[src/rtl/alarm_controller.sv]
// Alarm stage for the electronic clock: stores a BCD alarm time and rings when the live
// time reaches it. A ring ends on stop, on auto-timeout, or after a bounded number of snoozes.
module alarm_controller #(
  parameter int unsigned RING_TICKS   = 60,
  parameter int unsigned SNOOZE_TICKS = 300,
  parameter int unsigned MAX_SNOOZE   = 3
) (
  input  logic       clk,
  input  logic       reset,
  input  logic       tick,
  input  logic       alarm_set_mode,
  input  logic       pb_left_pu,
  input  logic       pb_right_pu,
  input  logic       alarm_en,
  input  logic       stop_pu,
  input  logic       snooze_pu,
  input  logic [3:0] hr1_clock,
  input  logic [3:0] hr0_clock,
  input  logic [3:0] min1_clock,
  input  logic [3:0] min0_clock,
  output logic [3:0] alarm_hr1,
  output logic [3:0] alarm_hr0,
  output logic [3:0] alarm_min1,
  output logic [3:0] alarm_min0,
  output logic       set_field,
  output logic [1:0] state,
  output logic       ringing,
  output logic       led
);

  localparam int unsigned RW = $clog2(RING_TICKS) + 1;
  localparam int unsigned SW = $clog2(SNOOZE_TICKS) + 1;
  localparam int unsigned NW = $clog2(MAX_SNOOZE) + 1;
  localparam logic [RW-1:0] RingLast   = RW'(RING_TICKS - 1);
  localparam logic [SW-1:0] SnoozeLast = SW'(SNOOZE_TICKS - 1);
  localparam logic [NW-1:0] SnoozeMax  = NW'(MAX_SNOOZE);

  typedef enum logic [1:0] {
    StIdle    = 2'd0,
    StRinging = 2'd1,
    StSnooze  = 2'd2
  } state_e;

  state_e        r_state, w_state_next;
  logic [3:0]    r_alarm_hr1, r_alarm_hr0, r_alarm_min1, r_alarm_min0;
  logic [3:0]    w_hr1_next, w_hr0_next, w_min1_next, w_min0_next;
  logic          r_set_field, w_set_field_next;
  logic [RW-1:0] r_ring_cnt, w_ring_cnt_next;
  logic [SW-1:0] r_snooze_cnt, w_snooze_cnt_next;
  logic [NW-1:0] r_snooze_num, w_snooze_num_next;
  logic          r_blink, w_blink_next;
  logic          r_match_d;
  logic          r_ringing, r_led;
  logic          w_match, w_trigger;

  assign w_match = (hr1_clock == r_alarm_hr1) && (hr0_clock == r_alarm_hr0) &&
                   (min1_clock == r_alarm_min1) && (min0_clock == r_alarm_min0);
  assign w_trigger = w_match & ~r_match_d & alarm_en & ~alarm_set_mode & (r_state == StIdle);

  // Increment uses the field selected before any same-cycle toggle.
  always_comb begin
    w_hr1_next       = r_alarm_hr1;
    w_hr0_next       = r_alarm_hr0;
    w_min1_next      = r_alarm_min1;
    w_min0_next      = r_alarm_min0;
    w_set_field_next = r_set_field;
    if (alarm_set_mode) begin
      if (pb_right_pu) begin
        if (!r_set_field) begin
          if (r_alarm_hr1 == 4'd2 && r_alarm_hr0 == 4'd3) begin
            w_hr1_next = 4'd0;
            w_hr0_next = 4'd0;
          end else if (r_alarm_hr0 == 4'd9) begin
            w_hr0_next = 4'd0;
            w_hr1_next = r_alarm_hr1 + 4'd1;
          end else begin
            w_hr0_next = r_alarm_hr0 + 4'd1;
          end
        end else begin
          if (r_alarm_min0 == 4'd9) begin
            w_min0_next = 4'd0;
            w_min1_next = (r_alarm_min1 == 4'd5) ? 4'd0 : r_alarm_min1 + 4'd1;
          end else begin
            w_min0_next = r_alarm_min0 + 4'd1;
          end
        end
      end
      if (pb_left_pu) w_set_field_next = ~r_set_field;
    end
  end

  always_comb begin
    w_state_next      = r_state;
    w_ring_cnt_next   = r_ring_cnt;
    w_snooze_cnt_next = r_snooze_cnt;
    w_snooze_num_next = r_snooze_num;
    w_blink_next      = r_blink;
    unique case (r_state)
      StIdle: begin
        w_ring_cnt_next   = '0;
        w_snooze_cnt_next = '0;
        w_snooze_num_next = '0;
        w_blink_next      = 1'b0;
        if (w_trigger) w_state_next = StRinging;
      end
      StRinging: begin
        if (stop_pu) begin
          w_state_next = StIdle;
        end else if (snooze_pu) begin
          if (r_snooze_num < SnoozeMax) begin
            w_state_next      = StSnooze;
            w_snooze_num_next = r_snooze_num + NW'(1);
            w_snooze_cnt_next = '0;
          end else begin
            w_state_next = StIdle;
          end
        end else if (tick) begin
          if (r_ring_cnt == RingLast) begin
            w_state_next = StIdle;
          end else begin
            w_ring_cnt_next = r_ring_cnt + RW'(1);
            w_blink_next    = ~r_blink;
          end
        end
      end
      StSnooze: begin
        if (stop_pu) begin
          w_state_next = StIdle;
        end else if (tick) begin
          if (r_snooze_cnt == SnoozeLast) begin
            w_state_next    = StRinging;
            w_ring_cnt_next = '0;
            w_blink_next    = 1'b0;
          end else begin
            w_snooze_cnt_next = r_snooze_cnt + SW'(1);
          end
        end
      end
      default: w_state_next = StIdle;
    endcase
    // Disarm or editing overrides everything else.
    if (!alarm_en || alarm_set_mode) w_state_next = StIdle;
  end

  always_ff @(posedge clk or posedge reset) begin
    if (reset) begin
      r_state      <= StIdle;
      r_alarm_hr1  <= 4'd0;
      r_alarm_hr0  <= 4'd7;
      r_alarm_min1 <= 4'd0;
      r_alarm_min0 <= 4'd0;
      r_set_field  <= 1'b0;
      r_ring_cnt   <= '0;
      r_snooze_cnt <= '0;
      r_snooze_num <= '0;
      r_blink      <= 1'b0;
      r_match_d    <= 1'b1;
      r_ringing    <= 1'b0;
      r_led        <= 1'b0;
    end else begin
      r_state      <= w_state_next;
      r_alarm_hr1  <= w_hr1_next;
      r_alarm_hr0  <= w_hr0_next;
      r_alarm_min1 <= w_min1_next;
      r_alarm_min0 <= w_min0_next;
      r_set_field  <= w_set_field_next;
      r_ring_cnt   <= w_ring_cnt_next;
      r_snooze_cnt <= w_snooze_cnt_next;
      r_snooze_num <= w_snooze_num_next;
      r_blink      <= w_blink_next;
      r_match_d    <= w_match;
      r_ringing    <= (w_state_next == StRinging);
      r_led        <= (w_state_next == StRinging) & w_blink_next;
    end
  end

  assign alarm_hr1  = r_alarm_hr1;
  assign alarm_hr0  = r_alarm_hr0;
  assign alarm_min1 = r_alarm_min1;
  assign alarm_min0 = r_alarm_min0;
  assign set_field  = r_set_field;
  assign state      = r_state;
  assign ringing    = r_ringing;
  assign led        = r_led;

endmodule

[config.mk]
export PLATFORM = sky130hd
export DESIGN_NAME = alarm_controller
export DESIGN_NICKNAME = d
export VERILOG_FILES = /design/src/rtl/alarm_controller.sv
export SDC_FILE = /design/constraint.sdc
export NUM_CORES = 1
export LEC_CHECK = 0
export CORE_MARGIN = 4
export CORE_UTILIZATION = 56
export DETAILED_ROUTE_END_ITERATION = 12
export PLACE_DENSITY = 0.94
export SLEW_MARGIN = 20
export SYNTH_ARGS = -nofsm -noshare
export SYNTH_HDL_FRONTEND = slang
export SYNTH_SLANG_ARGS = --single-unit
[constraint.sdc]
create_clock -name clk -period 5.1 [get_ports clk]
set_input_delay 1.02 -clock clk [delete_from_list [all_inputs] [get_ports clk]]
set_output_delay 1.02 -clock clk [all_outputs]
set_load 0.1 [all_outputs]
Yosys cells after proc, flatten, opt, wreduce, memory -nomap -nowiden
Index checks and enable logic that the tools add are counted.
{ "word_totals": {"reg_bits": 43, "latchBits": 0, "ramBits": 0, "mem_bits_ro": 0, "in_bits": 25, "output_inout_bits": 21, "elab_cells": 116, "mem_count": 0} }
{ "classes": {"n_addsub": 7, "mul": 0, "n_div": 0, "n_lt_le_gt_ge": 1, "eq_ne": 24, "shifts": 0, "n_mux": 44, "bitwise": 9, "n_reduce_logical": 18} }
{ "ops": {"columns": ["operator", "count"], "rows": [
  ["10-bit two-way mux", 6],
  ["7-bit two-way mux", 7],
  ["10-bit case mux with 3 select lines", 1],
  ["4-bit two-way mux", 6],
  ["7-bit case mux with 3 select lines", 1],
  ["2-bit two-way mux", 10],
  ["2-bit != test (second input constant)", 10],
  ["4-bit by 1-bit adder with 4-bit output (second input constant)", 4],
  ["4-bit equality test", 4],
  ["4-bit AND reduction", 3],
  ["10-bit by 1-bit adder with 10-bit output (second input constant)", 1],
  ["10-bit by 9-bit equality test with 1-bit output (second input constant)", 1],
  ["3-bit two-way mux", 3],
  ["4-bit by 2-bit equality test with 1-bit output (second input constant)", 2],
  ["4-bit equality test (second input constant)", 2],
  ["8-bit AND reduction", 1],
  ["7-bit by 1-bit adder with 7-bit output (second input constant)", 1],
  ["7-bit by 6-bit equality test with 1-bit output (second input constant)", 1],
  ["1-bit two-way mux", 7],
  ["7-bit AND reduction", 1],
  ["2-bit case mux with 3 select lines", 1],
  ["3-bit case mux with 2 select lines", 1],
  ["3-bit AND reduction", 2],
  ["1-bit bitwise AND", 5],
  ["14 further kinds", 22]
]} }

Logic depth before layout (Yosys ltp)
Gate-level depths: netlist (run 1).
{ "logic_depth": {"depth_word": 13, "depth_mapped": 7, "ltp_nobuf": 7} }

Worst setup path before layout (run 1)
OpenSTA, ideal clock, no wires.
{ "synth_timing": {"path_type": "register -> register", "from": "register r_alarm_hr1[1], in the netlist alarm_hr1[1]", "to": "register r_alarm_hr1[3], in the netlist alarm_hr1[3]", "setup_time_ns": 0.163, "arrival_ns": 2.519, "required_ns": 4.937, "path_slack_ns": 2.418, "path_stages_with_launch": 7, "path_buffers": 0, "period_less_slack_ns": 2.682, "path_cell_list": "dfrtp_1 ha_1 or4b_2 o21ai_2 nand4_1 o21ai_0 o31ai_1"} }
{ "synth_via": {"elab_chain_cells": 4, "word_cells_on_any_way": 7, "classes_between": "1 x add/sub; 1 x eq/ne; 2 x mux; 3 x reduce/logical"} }
{ "synth_lines": {"columns": ["element", "line", "text"], "rows": [
  ["from (decl)", "45", "logic [3:0] r_alarm_hr1, r_alarm_hr0, r_alarm_min1, r_alarm_min0;"],
  ["from (signal assigned)", "162", "r_alarm_hr1 <= w_hr1_next;"],
  ["parallel branches: the longest is 4 deep, another holds 4-bit by 1-bit adder with 4-bit output", null, null]
]} }
Several ways; the timed one is not identified. The select of a mux whose other input is x is not followed.
A chain may end at the register's enable or synchronous reset.

Worst setup path in the final report (run 1)
{ "layout_timing": {"from": "register r_state[1], in the netlist state[1]", "to": "output state[1]"} }
{ "layout_lines": {"columns": ["element", "line", "text"], "rows": [
  ["from (decl)", "44", "state_e r_state, w_state_next;"],
  ["from (signal assigned)", "147", "r_state <= StIdle;"],
  ["from (signal assigned)", "161", "r_state <= w_state_next;"],
  ["to (decl)", "26", "output logic [1:0] state,"]
]} }
No word-level cell between the ends.

==> results of run 1 <==
state kept, by name, indices dropped and copies added (netlist names), 2 cells and up:
signal / flops
alarm_min0: 4
alarm_hr1: 4
alarm_hr0: 4
r_snooze_num: 3
r_ring_cnt: 7
r_snooze_cnt: 10
alarm_min1: 4
state: 2
power groups by stage:
stage / registers (mW) / clock network (mW) / logic (mW)
after floorplan: 0.859 / 0 / 0.138
after global placement: 0.502 / 0 / 0.661
after detailed placement: 0.505 / 0 / 0.673
after CTS: 0.502 / 0.316 / 0.677
after global routing: 0.512 / 0.331 / 0.704
final: 0.503 / 0.311 / 0.672
layout make-up:
class                      count  area share, %
tap                           50           2.03
multi-input combinational    200           42.4
timing repair buffer          46           14.9
clock inverter                 2           1.95
sequential                    43           35.1
inverter                      11           1.34
clock buffer                   6           2.35
routing by layer:
| metal | wire (um) | global-route usage (%) |
|---|---|---|
| met5 | 0 | 0 |
| met2 | 2840 | 37.8 |
| met1 | 2400 | 27.8 |
| met3 | 336 | 6.08 |
| met4 | 51 | 6.92 |
logic make-up (layout without fill, tap and decap cells):
group / after synthesis / count (layout) / share of synthesized area [%]
flops: 43 / 43 / 44.0
xor+xnor: 26 / 26 / 9.28
buf+inv: 16 / 65 / 2.75
compound gates: 69 / 69 / 18.7
simple gates: 96 / 96 / 20.8
mux: 2 / 2 / 0.866
fa+ha+maj: 7 / 7 / 3.57
layout by cell type (no fill, tap or decap), drive strengths merged, types with 2 or more instances in the layout:
cell type / count
o31ai: 5
nand3: 7
bufinv: 2
nor2b: 4
clkbuf: 6
ha: 7
or3: 2
nor4: 5
o211ai: 2
or4b: 2
a2111oi: 2
nor2: 21
and2: 2
clkdlybuf4s50: 45
nor3: 5
and3: 4
nor3b: 3
or2: 3
a211oi: 2
a21oi: 8
dfstp: 4
o41ai: 3
a21o: 6
nand2b: 9
xor2: 21
o21ai: 28
nand2: 20
nand3b: 2
inv: 11
a31oi: 3
o22ai: 4
xnor2: 5
nand4: 6
dfrtp: 39
per-stage QoR:
stage	worst slack, ns	cells
6_report	2.01	358
5_1_grt	1.95	358
4_1_cts	2.01	358
3_5_place_dp	1.92	350
3_3_place_gp	1.95	350
2_1_floorplan	2.42	259
final timing paths:
check	startpoint	to	slack, ns
max in group asynchronous	reset	r_match_d	3.57
worst min register to register	r_snooze_num[2]	r_snooze_num[2]	0.51
worst max-delay path	state[1]	state[1]	2.01
worst max register to register	r_snooze_cnt[6]	r_ring_cnt[0]	2.85
worst min-delay path	r_snooze_num[2]	r_snooze_num[2]	0.51
min in group asynchronous	reset	r_snooze_cnt[4]	1.15
==> impl_metrics.json, run 1 <==
{
  "status": "completed",
  "power.internal_mw": 0.774,
  "syn_area_per_cell_um2": 9.48,
  "clockPowerShare_pct": 20.9,
  "port_buffers": 45,
  "track_usage_pct": 22.3,
  "synth_ff_type": "dfrtp_1",
  "max_freq_ghz": 0.323,
  "stdcell_area_um2": 3080,
  "slew_headroom_pct": 34.1,
  "postPlaceCellArea_um2": 2950,
  "ctsLongestPathBuffers": 2,
  "clock_latency_ns": 0.29,
  "num_rows": 23,
  "p_switching_mw": 0.712,
  "crit_buf_inv": 1,
  "worst-path-max-fanout": 13,
  "cp.depth": 1,
  "synth_top_cell_area_share_pct": 39.8,
  "crit_family": "buffers and inverters",
  "regArea_um2": 1080,
  "critPathCaptureType": "output port",
  "synth_cells": 259,
  "yosysTopAreaCell": "dfrtp_1",
  "drive_above_1_share_pct": 7.47,
  "wl_per_cell_um": 15.7,
  "multi_input_area_um2": 1310,
  "reg2regPathDepth": 5,
  "finalCoreUtilization_pct": 74.9,
  "path_class": "flop to output port",
  "wl_um": 5630,
  "dieHeight_um": 74.2,
  "slew_viol_final": 0,
  "hold_buffers": 0,
  "gp_congestion": 0.928,
  "htreeDepth": 2,
  "p_seq_share_pct": 33.9,
  "cts_setup_buffers": 0,
  "max_stage_delay_ns": 1.21,
  "ys_types": 49,
  "netSwitchingFraction_pct": 47.9,
  "whs_path_depth": 1,
  "min_path_type": "flop to flop",
  "path_cells": "clkdlybuf4s50_1",
  "synth.most_common_cell": "dfrtp_1",
  "max-cap-violations": 0,
  "ctsResizeCount": 0,
  "pwr_density_cell_nw_per_um2": 482,
  "cts-root-buf": "clkbuf_8",
  "synth_edf_count": 0,
  "grt_max_degree": 44,
  "cts_buffers": 5,
  "cts_sinks": 43,
  "drt_first_iter_violations": 138,
  "vias": 2147,
  "period_share_pct": 60.7,
  "diodes": 0,
  "hold_violations": 0,
  "synth_seq_area_share_pct": 44.0,
  "clkSlewWorstSetupHoldPaths_ns": 0.08,
  "grt-ovfl-total": 0,
  "ios": 46,
  "fin_crit_ns": 3.09,
  "p_comb_share_pct": 45.2,
  "finalSetupTns_ns": 0,
  "leakage_nw": 1.32,
  "synthTopCellsByCount": "39 x dfrtp_1, 26 x o21ai_0, 21 x xor2_1",
  "grt_pass1_vias": 2164,
  "antenna_found_initial": 0,
  "drc": 0,
  "dieArea_um2": 5510,
  "hold_slack_ns": 0.505,
  "fillers": 297,
  "power_mw": 1.49,
  "grt_pass1_wl_um": 9580,
  "coreArea_um2": 4120,
  "fin_nets": 339,
  "setup_violations": 0,
  "synth_area_um2": 2450,
  "drt_pre_antenna_iters": 4,
  "synthTopCellsByArea": "dfrtp_1 40%, xor2_1 7.5%, o21ai_0 5.3%, dfstp_2 4.3%, ha_1 3.6%",
  "area_growth_pct": 25.5,
  "synth_nets": 291,
  "start_util_pct": 59.7,
  "synth_warnings": 0,
  "async_flop_share_pct": 100,
  "rsz0062_at_grt": "false",
  "dpl.hpwl_um": 4130,
  "drtAntennaViolNets": 0,
  "worst_slew_pin_slew_ns": 0.985,
  "viasPerCell": 6.00,
  "cpMaxStageDelayCell": "clkdlybuf4s50_1",
  "irDropWorstVdd_mv": 0.537,
  "synth-seq-cells": 43,
  "cts_tree": "done",
  "fin_skew_ns": 0.00551,
  "critPathArrivalTime_ns": 2.07,
  "die_w_um": 74.2,
  "startpoint_type": "flop",
  "worstPathRequired_ns": 4.08
}
(Power assumes the default switching activity.)
==> inputs of run 2 (changes only) <==
--- a/config.mk
+++ b/config.mk
@@ -6,9 +6,9 @@
 export NUM_CORES = 1
 export LEC_CHECK = 0
 export CORE_MARGIN = 4
-export CORE_UTILIZATION = 56
+export CORE_UTILIZATION = 47
 export DETAILED_ROUTE_END_ITERATION = 12
-export PLACE_DENSITY = 0.94
+export PLACE_DENSITY = 0.85
 export SLEW_MARGIN = 20
 export SYNTH_ARGS = -nofsm -noshare
 export SYNTH_HDL_FRONTEND = slang
==> constraint.sdc (replaced) <==
create_clock -name clk -period 2.6 [get_ports clk]
set_input_delay 0.52 -clock clk [delete_from_list [all_inputs] [get_ports clk]]
set_output_delay 0.52 -clock clk [all_outputs]
set_load 0.1 [all_outputs]
==> impl_metrics.json, run 2 (synthesized netlist as in run 1, its figures left out) <==
{
  "status": "completed",
  "setup_violations": 0,
  "min_path_type": "flop to flop",
  "grt_max_degree": 44,
  "cts_sinks": 43,
  "drtAntennaViolNets": 0,
  "die_w_um": 80.3,
  "pwr_density_cell_nw_per_um2": 927,
  "vias": 2126,
  "ctsLongestPathBuffers": 2,
  "start_util_pct": 48.4,
  "dieArea_um2": 6440,
  "dpl.hpwl_um": 4290,
  "placed_cells": 378,
  "layout_commonest_cell": "dfrtp_1",
  "port_buffers": 45,
  "fin_skew_ns": 0.00878,
  "globalRouteMet1Util_pct": 23.6,
  "dieHeight_um": 80.3,
  "gp_congestion": 0.839,
  "crit_buf_inv": 1,
  "reg2regPathDepth": 7,
  "biggestRegsByFlops": "r_snooze_cnt (10), r_ring_cnt (7)",
  "stdcell_count": 386,
  "grt_pass1_vias": 2095,
  "ios": 46,
  "critPathCaptureType": "flop",
  "path_class": "flop to flop",
  "cts_setup_buffers": 0,
  "worstPathRequired_ns": 2.77,
  "grt_pass1_wl_um": 9650,
  "viasPerCell": 5.51,
  "rr_endpoint": "alarm_hr1[3]",
  "max-cap-violations": 0,
  "max_freq_ghz": 0.464,
  "cp.depth": 7,
  "num_rows": 26,
  "drive_above_1_share_pct": 16.8,
  "rsz0062_at_grt": "false",
  "crit_path_start": "alarm_hr1[0]",
  "grt_busiest_layer": "met2",
  "antenna_found_initial": 0,
  "worstReg2RegStart": "alarm_hr1[0]",
  "coreArea_um2": 5070,
  "worstSetupEndpoint": "alarm_hr1[3]",
  "largest_reg_flops": 10,
  "fillers": 447,
  "cts_tree": "done",
  "top_register": "r_snooze_cnt",
  "worst-path-max-fanout": 8,
  "cts_buffers": 5,
  "htreeDepth": 2,
  "reg2reg_slack_ns": 0.45,
  "fin_nets": 347,
  "max_stage_delay_ns": 0.63,
  "slew_viol_final": 0,
  "crit_family": "simple AND/OR/NAND/NOR gates",
  "use_met2_pct": 31.9,
  "cts-root-buf": "clkbuf_8",
  "ctsResizeCount": 0,
  "leakage_nw": 1.39,
  "clkSlewWorstSetupHoldPaths_ns": 0.08,
  "drt_first_iter_violations": 184,
  "critPathArrivalTime_ns": 2.32,
  "grt-ovfl-total": 0,
  "finalSetupTns_ns": 0,
  "irDropWorstVdd_mv": 1.14,
  "drc": 0,
  "mostFrequentLayoutCells": "38 x dfrtp_1, 30 x buf_4, 26 x o21ai_0, 24 x clkdlybuf4s50_1, 21 x xor2_1",
  "clock_latency_ns": 0.29,
  "slew_headroom_pct": 60.6,
  "period_share_pct": 82.8,
  "wl_um": 5650,
  "area_growth_pct": 26.9,
  "drt_pre_antenna_iters": 4,
  "hold_buffers": 0,
  "path_cells": "inv_1 -> ha_1 -> or4b_2 -> o21ai_2 -> nand4_1 -> o21ai_0 -> o31ai_1",
  "use_met3_pct": 5.72,
  "startpoint_type": "flop",
  "fin_crit_ns": 2.15,
  "track_usage_pct": 19.1,
  "hold_violations": 0,
  "diodes": 0,
  "worst_slew_pin_slew_ns": 0.576,
  "wl_per_cell_um": 14.6,
  "cpMaxStageDelayCell": "or4b_2"
}
run 2: cell count changes in the layout (fill, tap and decap cells not counted):
cell / change
dfrtp_2: +1
dfrtp_1: -1
buf_4: +29
clkdlybuf4s50_1: -21
run 2: worst min-delay path by stage:
stage | from | endpoint | slack (ns) | depth (start not counted)
floorplan | r_snooze_cnt[9] | r_snooze_cnt[9] | 0.45 | 1
global placement | r_snooze_cnt[9] | r_snooze_cnt[9] | 0.48 | 1
detailed placement | r_snooze_cnt[9] | r_snooze_cnt[9] | 0.50 | 1
CTS | r_snooze_cnt[9] | r_snooze_cnt[9] | 0.51 | 1
global route | r_snooze_cnt[0] | r_snooze_cnt[0] | 0.53 | 1
finish | r_snooze_cnt[9] | r_snooze_cnt[9] | 0.51 | 1
run 2: cell type report:
class / count / area [um2] / share of cell area (%)
clock inverters: 2 / 60.1 / 1.93
flip-flops and latches: 43 / 1080 / 34.7
clock buffers: 6 / 72.6 / 2.33
multi-input cells: 200 / 1310 / 41.9
inverters: 11 / 41.3 / 1.33
well taps: 70 / 87.6 / 2.81
repair buffers: 54 / 465 / 14.9
run 2: where the power goes:
part	total, mW	leakage (nW)	internal [mW]	switching (mW)
clock	0.615	0.0654	0.384	0.231
combinational	1.28	0.753	0.317	0.965
sequential	0.989	0.570	0.788	0.201
total	2.89	1.39	1.49	1.40
run 2: metrics by stage:
step	cell area [um2]	hold WS (ns)	power (mW)	utilization (%)	worst slack, ns
2_1_floorplan	2460	0.453	1.96	-	0.0967
3_3_place_gp	2980	0.479	2.26	58.8	0.227
3_5_place_dp	2980	0.499	2.29	58.8	0.180
4_1_cts	3120	0.510	2.91	61.4	0.434
5_1_grt	3120	0.532	3.02	61.4	0.238
6_report	3120	0.509	2.89	61.4	0.446
run 2: routing by layer:
layer | vias to the layer above | wire length, um
met5 | - | 0
met3 | 4 | 398
li1 | 1038 | -
met1 | 1019 | 2450
met2 | 65 | 2730
met4 | 0 | 65
==> inputs of run 3 (changes only) <==
==> constraint.sdc (replaced) <==
create_clock -name clk -period 1.8 [get_ports clk]
set_input_delay 0.36 -clock clk [delete_from_list [all_inputs] [get_ports clk]]
set_output_delay 0.36 -clock clk [all_outputs]
set_load 0.1 [all_outputs]
==> impl_metrics.json, run 3 (synthesized netlist as in run 1, its figures left out) <==
{
  "wl_um": 6620,
  "area_growth_pct": 50.9,
  "drt_pre_antenna_iters": 4,
  "cts-root-buf": "clkbuf_8",
  "viasPerCell": 5.64,
  "antenna_found_initial": 0,
  "clock_latency_ns": 0.31,
  "netSwitchingFraction_pct": 47.6,
  "p_seq_share_pct": 33.3,
  "critPathCaptureType": "flop",
  "ios": 46,
  "num_rows": 26,
  "violations": "setup timing",
  "fin_skew_ns": 0.00922,
  "hold_violations": 0,
  "worst_slew_pin_slew_ns": 0.517,
  "drtAntennaViolNets": 0,
  "grt_max_degree": 44,
  "fillers": 371,
  "min_path_type": "input pin to async pin",
  "worstReg2RegStart": "alarm_hr1[0]",
  "hold_buffers": 0,
  "slew_headroom_pct": 65.4,
  "largest_reg_flops": 10,
  "start_util_pct": 48.4,
  "slew_viol_final": 0,
  "dpl.hpwl_um": 4890,
  "layout_commonest_cell": "buf_4",
  "track_usage_pct": 22.6,
  "vias": 2336,
  "dieHeight_um": 80.3,
  "grt_pass1_wl_um": 11200,
  "fin_ws_ns": -0.0789,
  "port_buffers": 45,
  "max_freq_ghz": 0.532,
  "cts_tree": "done",
  "drt_first_iter_violations": 93,
  "wl_per_cell_um": 16.0,
  "rsz0062_at_grt": "true",
  "p_comb_share_pct": 52.6,
  "finalSetupTns_ns": -0.380,
  "gp_congestion": 0.867,
  "leakage_nw": 1.59,
  "path_class": "flop to flop",
  "reg2reg_slack_ns": -0.08,
  "worstSetupEndpoint": "alarm_hr1[3]",
  "setup_violations": 9,
  "coreArea_um2": 5070,
  "top_register": "r_snooze_cnt",
  "cts_buffers": 5,
  "biggestRegsByFlops": "r_snooze_cnt (10), r_ring_cnt (7)",
  "p_switching_mw": 2.18,
  "worst-path-max-fanout": 7,
  "hold_slack_ns": 0.407,
  "grt-ovfl-total": 0,
  "rr_endpoint": "alarm_hr1[3]",
  "max-cap-violations": 0,
  "mostFrequentLayoutCells": "34 x buf_4, 24 x dfrtp_1, 22 x clkdlybuf4s50_1, 22 x buf_12, 21 x xor2_1",
  "crit_path_start": "alarm_hr1[0]",
  "diodes": 0,
  "reg2regPathDepth": 7,
  "worstPathRequired_ns": 1.98,
  "fin_nets": 375,
  "pwr_density_cell_nw_per_um2": 1240,
  "clkSlewWorstSetupHoldPaths_ns": 0.08,
  "drc": 0,
  "dieArea_um2": 6440,
  "status": "complete, but fails checks",
  "htreeDepth": 2,
  "fin_crit_ns": 1.88,
  "irDropWorstVdd_mv": 1.58,
  "stdcell_count": 414,
  "critPathArrivalTime_ns": 2.06,
  "grt_pass1_vias": 2438,
  "cts_sinks": 43,
  "stdcell_area_um2": 3700,
  "placed_cells": 404,
  "postPlaceCellArea_um2": 3530,
  "clockPowerShare_pct": 14.1,
  "period_share_pct": 104,
  "ctsLongestPathBuffers": 2,
  "power.internal_mw": 2.41,
  "startpoint_type": "flop",
  "die_w_um": 80.3,
  "drive_above_1_share_pct": 31.7
}
-- run 3: changes by cell type in the layout (fill, tap and decap cells not counted), sizes merged --
cell | before | now
bufinv | 2 | 0
dlygate4sd2 | 0 | 2
buf | 30 | 58
clkdlybuf4s50 | 24 | 22
clkinv | 0 | 1
clkbuf | 6 | 7
-- run 3: repair_timing --
item,4_1_cts,5_1_grt
setup endpoints to repair,13,18
setup buffers,1,1
endpoints found under the hold margin,0,0
pin swaps,12,9
gates resized for setup,12,9
-- run 3: layer usage --
| metal | wire length, um | vias to the layer above | track usage, % | share of wire [%] |
|---|---|---|---|---|
| met2 | 3340 | 84 | 38.0 | 50 |
| met1 | 2720 | 1141 | 27.2 | 41 |
| met5 | 0 | - | 0 | 0 |
| met3 | 448 | 8 | 6.28 | 6.8 |
| met4 | 116 | 0 | 9.12 | 1.8 |
| li1 | - | 1103 | - | - |
-- run 3: final cells by class --
cell class                      instances  area, um2  area share [%]
Inverter                               11       43.8            1.18
Tap cell                               70       87.6            2.36
Multi-Input combinational cell        200       1410            38.0
Clock buffer                            7       86.3            2.33
Timing Repair Buffer                   82        956            25.8
Clock inverter                          1       5.00           0.135
Sequential cell                        43       1120            30.2
-- run 3: power groups by stage --
stage | Combinational (mW) | Sequential [mW] | Clock, mW
2_1_floorplan | 0.400 | 2.50 | 0
3_3_place_gp | 2.35 | 1.52 | 0
3_5_place_dp | 2.39 | 1.52 | 0
4_1_cts | 2.41 | 1.52 | 0.657
5_1_grt | 2.53 | 1.56 | 0.703
6_report | 2.42 | 1.53 | 0.646
-- run 3: critical path, cell delays in order (launching register included) --
cell and delay (ns):
dfrtp_4 0.49, inv_4 0.06, ha_4 0.11, or4b_4 0.48, o21ai_4 0.24, nand4_1 0.15
o21ai_1 0.15, o31ai_1 0.08
-- run 3: how the worst min path moves through the flow --
stage	startpoint	to	depth (start not counted)	slack [ns]
3_3_place_gp	r_snooze_num[2]	r_snooze_num[2]	1	0.48
2_1_floorplan	stop_pu	state[1]	1	0.43
6_report	reset	r_snooze_cnt[5]	3	0.41
3_5_place_dp	r_snooze_cnt[3]	r_snooze_cnt[3]	1	0.52
4_1_cts	reset	r_ring_cnt[6]	3	0.41
5_1_grt	reset	alarm_hr1[1]	3	0.44
-- run 3: per-stage QoR --
step                power, mW  utilization (%)  worst slack (ns)
floorplan                2.90                -            -0.233
global placement         3.86             69.5            -0.300
detailed placement       3.91             69.5            -0.368
CTS                      4.59             72.3           -0.0814
global route             4.80             73.0            -0.149
finish                   4.59             73.0           -0.0789
==> patch 1, RTL diff (config.mk and constraints of run 1) <==
Set the parameter `RING_TICKS` to 30 (it was 60).
--- a/src/rtl/alarm_controller.sv
+++ b/src/rtl/alarm_controller.sv
@@ -3,3 +3,3 @@
 module alarm_controller #(
-  parameter int unsigned RING_TICKS   = 60,
+  parameter int unsigned RING_TICKS   = 30,
   parameter int unsigned SNOOZE_TICKS = 300,
Function: no difference found for any inputs over 10 cycles, from zero or initial values and one cycle with reset high; that may be too few to reach the edited logic, so the function may still have changed.
==> patch 1 against run 1 <==
- power decreased by 1.5%
- first-iteration DRC count decreased by 16%
- largest cell class unchanged
- synthesized area decreased by 2.5%
- via count decreased by 6.1%
- routed wire length decreased by 8.2%
- global-route usage decreased by 1.7 points
- utilization decreased by 1.2 points
- setup slack got worse by 4.0 ps
- final area decreased by 3.0%
- hold slack improved by 32 ps
- sequential cell count decreased by 1
==> patch 1: results (changes against run 1) <==
- FF-to-FF End: r_snooze_cnt[1]
- Worst Skew: 6.32 ps (+0.819 ps)
- GR Util met2: 34.2% (-3.6 points)
- Multi-input gates: 184 (-8.0%)
- Reg-to-Reg Start: r_snooze_num[1]
- WHS Path Cells: 1 (unchanged)
- Seq/Total Area, Yosys: 44.1% (+0.11 points)
- WL met1: 2260 um (-6.0%)
- Met3 wire length: 353 um (+5.1%)
- Multi-input combinational area share: 41.8% (-0.55 points)
- Sequential cell count: 42 (-2.3%)
- Max FO, Critical Path: 7 (-6)
- Routed wl met2: 2480 um (-13%)
- GR Util met3: 6.84% (+0.76 points)
- DRT iter0 DRCs: 116 (-16%)
- Biggest regs: r_snooze_cnt x10, r_ring_cnt x6
- Non-clock buffer share of cell area: 15.3% (+0.45 points)
- Seq area share: 35.3% (+0.23 points)
- Clock-cell share: 3.68% (-0.62 points)
- DR vias: 2015 (-6.1%)
- Status: complete, no violations
- Peak supply drop: 0.000468 V (-13%)
- Final WL: 5170 um (-8.2%)
- Critical Path AT: 2080 ps
- Fin nets: 326 (-3.8%)
- HPWL Detailed: 3840 um (-7.0%)
- Setup bufs post-CTS: 0 (unchanged)
- DP Cell Count: 336 (-4.0%)
- Synth Net Count: 279 (-4.1%)
- Met1 track demand over resource: 25.4% (-2.4 points)
- Hold_sp: r_snooze_cnt[1]
- Distinct cells, synth: 53 (+8.2%)
- Critical path's slowest cell: clkdlybuf4s50_1
- Worst-case reg-to-reg path depth: 4 (-1)
- H-tree levels: 2 (unchanged)
- Reg2reg setup slack: 2900 ps (+50 ps)
- Worst slew margin: 33.6% (-0.55 points)
- Leak pwr: 1.26 nW (-4.2%)
- Layout Cells excl Fill: 344 (-3.9%)
- Root Buffer: clkbuf_8
- First-pass GRT wire length: 8660 um (-9.6%)
- Layout cells sized above 1: 7.14% (-0.32 points)
- Inverters: 14 (+3)
- GRT Resource Usage Total: 20.6% (-1.7 points)
- Fillers: 299 (+0.67%)
- Largest net degree at the start of global routing: 43 (-2.3%)
- Top cells by area, synth: dfrtp_1, xnor2_1, dfstp_2
- Non-clock buffers: 46 (unchanged)
- Avg Inst Size Synth: 9.72 sq um (+2.6%)
- Leading cell types by count after synthesis: dfrtp_1, nor2_1, nand2_1, xnor2_1, inv_1
- GP Congestion: 0.839 (-9.5%)
- Vias in the first global route: 1932 (-11%)
- Hold EP: r_snooze_cnt[1]
- CP max stage delay: 1170 ps (-40 ps)
- Worst-skew pair later-pin latency: 300 ps
-- patch 1: changes by cell type after synthesis, sizes merged, moves of 3 or more --
cell    before  now
o21ai       28   11
xnor2        5   19
xor2        21    8
nand4        6   13
nand2b       9    4
a21oi        8   11
a31oi        3    0
inv         11   14
or2          3    0
-- patch 1: stage by stage --
stage / util [%] / hold slack (ps) / total power [mW] / area [sq um] / setup slack [ps]
after floorplan: - / 484 / 1.02 / 2390 / 2810
after global placement: 71.0 / 498 / 1.19 / 2880 / 1830
after detailed placement: 71.0 / 519 / 1.20 / 2880 / 1770
after CTS: 73.7 / 530 / 1.47 / 2990 / 2000
after global routing: 73.7 / 553 / 1.53 / 2990 / 1930
final: 73.7 / 537 / 1.46 / 2990 / 2000
-- patch 1: kinds of logic (layout without fill, tap and decap cells) --
group	after synthesis	in the layout	synth area share (%)
buf+inv	20	68	3.56
flops	42	42	44.1
xor+xnor	27	27	9.89
fa+ha+maj	8	8	4.18
compound gates	49	49	14.7
mux	4	4	1.83
simple gates	96	96	21.7
-- patch 1: how the worst max path moves through the flow --
stage               cells past startpoint               to           from  slack [ps]
floorplan                               4    alarm_min1[1]  alarm_min0[0]        2810
global placement                        5  r_snooze_cnt[1]        stop_pu        1830
detailed placement                      5  r_snooze_cnt[1]        stop_pu        1770
CTS                                     1     alarm_hr0[2]   alarm_hr0[2]        2000
global route                            5  r_snooze_cnt[1]        stop_pu        1930
finish                                  1     alarm_hr0[2]   alarm_hr0[2]        2000
-- patch 1: where the power goes --
group	total [mW]	switching [mW]	leakage (nW)	internal (mW)
registers	0.497	0.102	0.552	0.395
clock network	0.265	0.119	0.0514	0.146
logic	0.703	0.507	0.658	0.196
total	1.46	0.727	1.26	0.737
==> patch 2, RTL diff (settings of run 1) <==
Without the edit above. Register the output `alarm_hr0` once more, without a reset; this adds one clock of latency there. The other outputs are not delayed to match.
--- a/src/rtl/alarm_controller.sv
+++ b/src/rtl/alarm_controller.sv
@@ -177,3 +177,5 @@
   assign alarm_hr1  = r_alarm_hr1;
-  assign alarm_hr0  = r_alarm_hr0;
+  always_ff @(posedge clk) begin
+    alarm_hr0 <= r_alarm_hr0;
+  end
   assign alarm_min1 = r_alarm_min1;
Function: changed (Yosys sat finds a counterexample within 4 cycles, from zero or initial values and one cycle with reset high).
==> patch 2 against run 1 <==
- setup slack got worse by 30 ps
- critical path type unchanged
- utilization decreased by 3.7 points
- synthesized area increased by 4.0%
- clock power decreased by 30%
- sequential power increased by 5.8%
- critical endpoint unchanged
- critical path depth unchanged
- non-clock buffer count unchanged
- sequential cell count increased by 4
- final area increased by 1.3%
- clock skew increased by 3.9 ps
- power decreased by 9.5%
- largest power group unchanged
- hold slack got worse by 44 ps
- routed wire length decreased by 4.6%
- register-to-register slack got worse by 20 ps
==> patch 2: results (changes against run 1) <==
- Setup bufs post-CTS: 0 (unchanged)
- Critical Path AT: 2100 ps (+30 ps)
- Multi-input combinational area share: 42.5% (+0.12 points)
- Distinct cells, synth: 57 (+16%)
- Hold_sp: r_alarm_hr0[1]
- Leading cell types by count after synthesis: dfrtp_1, xnor2_1, nand2_1, nor2_1
- WL met1: 2310 um (-3.8%)
- Xor and xnor area share after synthesis: 11.0% (+1.7 points)
- Sequential cell count: 47 (+9.3%)
- Avg Inst Size Synth: 10.1 sq um (+6.4%)
- First-pass DRT Iterations: 4 (unchanged)
- HPWL Detailed: 4000 um (-3.0%)
- Multi-input gates: 193 (-3.5%)
- GP Congestion: 0.846 (-8.8%)
- Biggest regs: r_snooze_cnt x10, r_ring_cnt x7
- Peak supply drop: 0.000514 V (-4.2%)
- Met1 track demand over resource: 25.8% (-2.0 points)
- Routed WL per cell: 15.2 um (-3.2%)
- Port buffer count: 45 (unchanged)
- Top cells by area, synth: dfrtp_1, xnor2_1, dfstp_2
- Status: complete, no violations
- First-pass GRT wire length: 9360 um (-2.3%)
- Max FO, Critical Path: 10 (-3)
- Inverters: 7 (-4)
- Synthesized netlist cell count: 253 (-2.3%)
- Setup WS pre-CTS: 1800 ps (-120 ps)
- Layout Cells excl Fill: 353 (-1.4%)
- Worst slew margin: 33.9% (-0.22 points)
- Met3 wire length: 350 um (+4.2%)
- Area after DPL: 3030 sq um (+2.8%)
- Fin nets: 332 (-2.1%)
- Adder-cell share of the synthesized area: 3.43% (-0.14 points)
- Worst Skew: 9.41 ps (+3.90 ps)
- Fillers: 326 (+9.8%)
- Vias in the first global route: 2115 (-2.3%)
- Post-synthesis compound-gate area fraction: 12.0% (-6.7 points)
- Via density per instance: 5.96 (-0.57%)
- Layout cells sized above 1: 8.97% (+1.5 points)
- GRT Resource Usage Total: 21.5% (-0.75 points)
- Leak pwr: 1.25 nW (-4.9%)
- Prevailing post-synth register cell: dfrtp_1
- DRT iter0 DRCs: 138 (unchanged)
- Post-synthesis mux area share: 1.27% (+0.41 points)
- CP max stage delay: 1210 ps (about the same)
- Asr flop ratio synth: 91.5% (-8.5 points)
- Routed wl met2: 2630 um (-7.5%)
- Seq area share: 37.2% (+2.1 points)
- Clock-cell share: 2.72% (-1.6 points)
- Util after Layout: 71.2% (-3.7 points)
- Synth Net Count: 285 (-2.1%)
- GR Util met2: 36.4% (-1.4 points)
- Non-clock buffer share of cell area: 14.7% (-0.20 points)
- Seq/Total Area, Yosys: 45.5% (+1.5 points)
[patch 2: cell types whose count changed in the layout (fill, tap and decap cells not counted), moves of 5 or more]
cell,delta
xor2_1,-15
nand2b_1,-6
nor3_1,+5
xnor2_1,+21
o21ai_0,-15
[patch 2: cells by family after synthesis]
family,Yosys count
simple gates,108
compound gates,43
xor+xnor,32
flops,47
buf+inv,13
mux,3
fa+ha+maj,7
[patch 2: power by group through the flow]
stage                     clock network [mW]  logic [mW]  registers (mW)
final                                  0.218       0.595           0.532
after CTS                              0.227       0.598           0.534
after global placement                     0       0.584           0.535
after detailed placement                   0       0.595           0.538
after floorplan                            0       0.141           0.831
after global routing                   0.244       0.624           0.545
[patch 2: final timing paths]
kind | cells after the start | slack, ps | endpoint
max | 1 | 1980 | state[1]
min | 0 | 460 | alarm_hr0[1]
max reg2reg | 5 | 2830 | led
min reg2reg | 0 | 460 | alarm_hr0[1]
max in group asynchronous | 3 | 3580 | r_alarm_hr0[1]
min in group asynchronous | 3 | 1140 | r_snooze_cnt[3]
